--- src/rtl/regfile_wr_arbiter.sv ---
// Two-requester round-robin write-port arbiter with multi-beat lock for the register file.
// Optional statistics counters are enabled by defining WRARB_STATS_EN.
module regfile_wr_arbiter #(
  parameter int WIDTH    = 64,
  parameter int ADDR_W   = 5,
  parameter int LOCK_MAX = 4
) (
  input  logic              clk,
  input  logic              reset,
  input  logic              r0_valid,
  input  logic [ADDR_W-1:0] r0_addr,
  input  logic [WIDTH-1:0]  r0_data,
  input  logic              r0_lock,
  output logic              r0_ready,
  input  logic              r1_valid,
  input  logic [ADDR_W-1:0] r1_addr,
  input  logic [WIDTH-1:0]  r1_data,
  input  logic              r1_lock,
  output logic              r1_ready,
  output logic              wr_en,
  output logic [ADDR_W-1:0] wr_addr,
  output logic [WIDTH-1:0]  wr_data,
  output logic              busy
`ifdef WRARB_STATS_EN
  ,
  output logic [15:0]       conflict_cnt,
  output logic [7:0]        lock_trunc
`endif
);

  localparam logic [0:0] S_IDLE   = 1'b0;
  localparam logic [0:0] S_LOCKED = 1'b1;
  localparam logic [3:0] LOCK_MAX_C = 4'(LOCK_MAX);

  logic [0:0]        r_state;
  logic              r_owner;
  logic              r_prio;
  logic [3:0]        r_lock_cnt;
  logic              r_wr_en;
  logic [ADDR_W-1:0] r_wr_addr;
  logic [WIDTH-1:0]  r_wr_data;

  logic              w_r0_ready;
  logic              w_r1_ready;
  logic              w_acc;
  logic              w_sel;
  logic [ADDR_W-1:0] w_acc_addr;
  logic [WIDTH-1:0]  w_acc_data;
  logic              w_acc_lock;
  logic              w_at_max;

  // While locked only the owner may be served, even if it bubbles.
  always_comb begin
    w_r0_ready = 1'b0;
    w_r1_ready = 1'b0;
    if (!reset) begin
      if (r_state == S_LOCKED) begin
        w_r0_ready = r0_valid & ~r_owner;
        w_r1_ready = r1_valid &  r_owner;
      end else begin
        w_r0_ready = r0_valid & (~r1_valid | ~r_prio);
        w_r1_ready = r1_valid & (~r0_valid |  r_prio);
      end
    end
  end

  assign r0_ready   = w_r0_ready;
  assign r1_ready   = w_r1_ready;
  assign w_acc      = w_r0_ready | w_r1_ready;
  assign w_sel      = w_r1_ready;
  assign w_acc_addr = w_sel ? r1_addr : r0_addr;
  assign w_acc_data = w_sel ? r1_data : r0_data;
  assign w_acc_lock = w_sel ? r1_lock : r0_lock;
  assign w_at_max   = (r_lock_cnt == LOCK_MAX_C);

  always_ff @(posedge clk) begin
    if (reset) begin
      r_state    <= S_IDLE;
      r_owner    <= 1'b0;
      r_prio     <= 1'b0;
      r_lock_cnt <= 4'd0;
    end else if (w_acc) begin
      case (r_state)
        S_IDLE: begin
          r_prio <= ~w_sel;
          if (w_acc_lock) begin
            r_state    <= S_LOCKED;
            r_owner    <= w_sel;
            r_lock_cnt <= 4'd1;
          end
        end
        S_LOCKED: begin
          // Reaching LOCK_MAX forces the owner off so the other side cannot starve.
          if (!w_acc_lock || w_at_max) begin
            r_state    <= S_IDLE;
            r_prio     <= ~r_owner;
            r_lock_cnt <= 4'd0;
          end else begin
            r_lock_cnt <= r_lock_cnt + 4'd1;
          end
        end
        default: r_state <= S_IDLE;
      endcase
    end
  end

  // X31 is the zero register: the handshake completes but no write is issued.
  always_ff @(posedge clk) begin
    if (reset) begin
      r_wr_en   <= 1'b0;
      r_wr_addr <= '0;
      r_wr_data <= '0;
    end else begin
      r_wr_en <= w_acc && (w_acc_addr != {ADDR_W{1'b1}});
      if (w_acc) begin
        r_wr_addr <= w_acc_addr;
        r_wr_data <= w_acc_data;
      end
    end
  end

  assign wr_en   = r_wr_en;
  assign wr_addr = r_wr_addr;
  assign wr_data = r_wr_data;
  assign busy    = (r_state == S_LOCKED);

`ifdef WRARB_STATS_EN
  logic [15:0] r_conflict_cnt;
  logic [7:0]  r_lock_trunc;
  logic        w_conflict;
  logic        w_trunc;

  assign w_conflict = r0_valid & r1_valid & (~w_r0_ready | ~w_r1_ready);
  assign w_trunc    = w_acc & (r_state == S_LOCKED) & w_at_max & w_acc_lock;

  always_ff @(posedge clk) begin
    if (reset) begin
      r_conflict_cnt <= 16'd0;
      r_lock_trunc   <= 8'd0;
    end else begin
      if (w_conflict && (r_conflict_cnt != 16'hFFFF)) r_conflict_cnt <= r_conflict_cnt + 16'd1;
      if (w_trunc && (r_lock_trunc != 8'hFF)) r_lock_trunc <= r_lock_trunc + 8'd1;
    end
  end

  assign conflict_cnt = r_conflict_cnt;
  assign lock_trunc   = r_lock_trunc;
`endif

endmodule

--- config.mk ---
export PLATFORM = sky130hd
export DESIGN_NAME = regfile_wr_arbiter
export DESIGN_NICKNAME = d
export VERILOG_FILES = /design/src/rtl/regfile_wr_arbiter.sv
export SDC_FILE = /design/constraint.sdc
export NUM_CORES = 1
export LEC_CHECK = 0
export BUFFER_PORTS_ARGS = -buffer_cell sky130_fd_sc_hd__buf_2
export CORE_MARGIN = 2
export CORE_UTILIZATION = 43
export DETAILED_ROUTE_END_ITERATION = 10
export PLACE_DENSITY_LB_ADDON = 0.05
export SETUP_SLACK_MARGIN = 0.05
export SLEW_MARGIN = 20
export SYNTH_ARGS = -nofsm -noshare
export SYNTH_HDL_FRONTEND = slang
export SYNTH_SLANG_ARGS = --single-unit
export TNS_END_PERCENT = 30
--- constraint.sdc ---
create_clock -name clk -period 2 [get_ports clk]
set_input_delay 0.2 -clock clk [delete_from_list [all_inputs] [get_ports clk]]
set_output_delay 0.2 -clock clk [all_outputs]
set_load 0.01 [all_outputs]
==> impl_metrics.ini <==
[yosys]
post_synth_num_cell_types = 35
syn_nets = 521
synth_async_sr_flop_share_pct = 0
number_of_synthesized_flops_with_an_enable_pin = 0
synth.top_cell.area_share_pct = 43.2
synthXorXnorAreaFrac_pct = 0
synthAdderAreaFrac_pct = 0.701
synth_largest_area_cell = sky130_fd_sc_hd__dfxtp_1
yosys-top-cells-count = sky130_fd_sc_hd__dfxtp_1, sky130_fd_sc_hd__mux2i_1, sky130_fd_sc_hd__nor2_1
synth_area_per_cell_um2 = 9.53
post_synth_mux_area_share_pct = 20.2
yosys_most_used_dff = sky130_fd_sc_hd__dfxtp_1
synthCells = 375
synth_simple_gate_area_share_pct = 13.0
ys_warn_count = 0
post-synth-top-count-cell = sky130_fd_sc_hd__dfxtp_1
synth-seq-area-share_pct = 43.2
synth_top_family_by_area = multiplexers
share_of_the_synthesized_area_in_compound_gates_ao_oa_aoi_oai_pct = 18.1
yosys_register_bits = 77
synth.cell_area_um2 = 3570
synth_top_cells_by_area = sky130_fd_sc_hd__dfxtp_1, sky130_fd_sc_hd__mux2i_1, sky130_fd_sc_hd__a211oi_1

[finish]
nNetsFinal = 726
finalNonFillerCells = 690
layout-drive-gt1-share_pct = 42.7
antenna-diode-count = 0
post-route-util_pct = 61.3
number_of_inserted_filler_cells_in_the_final_layout = 751
syn2layout_area_growth_pct = 39.5

[run]
cap_violations = 0

[sta]
period_needed_ns = 1.75
grt_setup_unrepaired = false
slew_violations = 0
final-setup-viol-count = 0
worst_clock_skew_ns = 0.00702
report.final.hold_viol_count = 0
setup_tns_ns = 0
max_slew.worst_pin.slew_ns = 0.399
final_min_period_over_clock_period_pct = 87.3
maxClockFrequency_ghz = 0.572
max_slew_margin_pct = 72.6

[setup_path]
endpoint_kind = flop
crit_path_max_fanout = 27
crit_arrival_ns = 2.02
start_kind = flop
criticalPathCategory = reg2reg
cp_cell_sequence = nor3b_2 > nor3_4 > buf_4 > buf_12 > or4b_1 > a21oi_1
critical_path_required_ns = 2.27
critical-path-max-stage-delay_ns = 0.52
slowest_stage = sky130_fd_sc_hd__or4b_1

[die]
die-width_um = 95.1
die_y_um = 95.1
starting_utilization_of_the_core_area_pct = 43.9
placeable_core_region_um2 = 8130
fp_rows = 33
fp.dieArea_um2 = 9050
io_pins = 217

[grt]
grt_antenna_before_repair = 0
overflow = 0
grt_pass1_wl_um = 14300
grt_max_degree = 80
grtUsageTotal_pct = 20.0
first_global_vias = 3248

[pwr]
power_leakage_uw = 0.00226
power.density_cell_area_nw_per_um2 = 757
max-vdd-ir-drop_mv = 0.315

[clocking]
path_clk_slew_ns = 0.08
cts_buf_count = 9
htree_num_levels = 3
cts.hold.buffers_added = 0
clockRootBuffer = sky130_fd_sc_hd__clkbuf_8
cts_num_sinks = 77
cts_buffer_depth = 2
clk_latency_worst_skew_pair_ns = 0.34
cts_tree = built

[placed_design]
globalplace.congestion = 0.838
placed_cells = 671
place.detailed.hpwl_um = 6870
io_buffer_count = 216

[worst_hold_path]
worst_hold_path_type = in2reg

[detailed_routing]
vias = 3477
via_per_inst = 5.04
first_iter_violations = 73
drt_pre_antenna_iters = 4
finalWirelength_um = 9140
antenna_left = 0
drt_drc_violations_left = 0
routed_wire_length_per_instance_um = 13.2

[status]
status = completed
[kinds of logic after synthesis]
group | Yosys count
AO/OA/AOI/OAI | 87
AND/OR/NAND/NOR | 101
adder cells (fa/ha/maj) | 2
buffers and inverters | 36
flip-flops | 77
multiplexers | 72
[per-stage QoR]
stage                     instance area (um2)  setup slack [ns]  hold WS, ns  power [uW]
after floorplan                          3570             0.381        0.313        2260
after global placement                   4750             0.199        0.426        2610
after detailed placement                 4750             0.129        0.437        2630
after CTS                                4980             0.101       0.0717        3830
after global routing                     4980             0.108       0.0961        3990
final                                    4980             0.253       0.0866        3770
[report_power, final]
part / internal (uW) / switching, uW
combinational: 412 / 446
clock: 606 / 576
sequential: 1670 / 63.5
total: 2690 / 1090
[layout by cell type (no fill, tap or decap), types with 2 or more instances in the layout]
cell,n
sky130_fd_sc_hd__buf_2,216
sky130_fd_sc_hd__dfxtp_1,77
sky130_fd_sc_hd__mux2i_1,72
sky130_fd_sc_hd__nor2_1,72
sky130_fd_sc_hd__a211oi_1,69
sky130_fd_sc_hd__clkbuf_8,10
sky130_fd_sc_hd__nand2_1,5
sky130_fd_sc_hd__o21ai_0,5
sky130_fd_sc_hd__nand3_1,5
sky130_fd_sc_hd__buf_4,5
sky130_fd_sc_hd__buf_12,5
sky130_fd_sc_hd__nor3_1,4
sky130_fd_sc_hd__inv_1,3
sky130_fd_sc_hd__a211o_1,3
sky130_fd_sc_hd__clkinvlp_4,3
sky130_fd_sc_hd__nand3b_1,2
sky130_fd_sc_hd__a31oi_1,2
sky130_fd_sc_hd__nand2b_1,2
sky130_fd_sc_hd__a21oi_1,2
sky130_fd_sc_hd__ha_1,2
sky130_fd_sc_hd__clkinv_2,2
[routing by layer]
layer / up-vias / GRT usage, % / wire length, um
met3: 15 / 6.80 / 722
met1: 1551 / 22.1 / 3570
li1: 1793 / - / -
met4: 0 / 8.33 / 202
met2: 118 / 34.8 / 4650
met5: - / 0 / 0
[cell type report]
class	instances	area [um2]	share of cell area (%)
multi-input combinational	262	1870	37.5
sequential	77	1540	30.9
timing repair buffer	227	1230	24.7
clock buffer	10	138	2.76
tap	105	131	2.64
clock inverter	6	62.6	1.26
inverter	3	11.3	0.226
[state kept, by name (all words and copies together) (netlist names)]
register and cells:
wr_data 64, r_lock_cnt 4, busy 1, wr_addr 5, wr_en 1, r_owner 1, r_prio 1
[final timing paths]
kind               start          end  slack, ns  depth (start not counted)
max               r_prio       r_prio       0.25                          6
min           r1_addr[3]        wr_en       0.09                          2
max reg2reg       r_prio       r_prio       0.25                          6
min reg2reg  wr_data[56]  wr_data[56]       0.50                          2
[critical path: cells and delay by family (launching register included)]
kind	cells	cell delay, ns
buf+inv	2	0.32
compound gates	1	0.12
simple gates	3	0.90
flops	1	0.34
[timing repair]
action | in CTS | in global routing
setup endpoints to repair | 1 | 1
setup buffers | 3 | 0
gates resized for setup | 1 | 1
pin swaps | 1 | 0
Power figures use the tool's default switching activity.
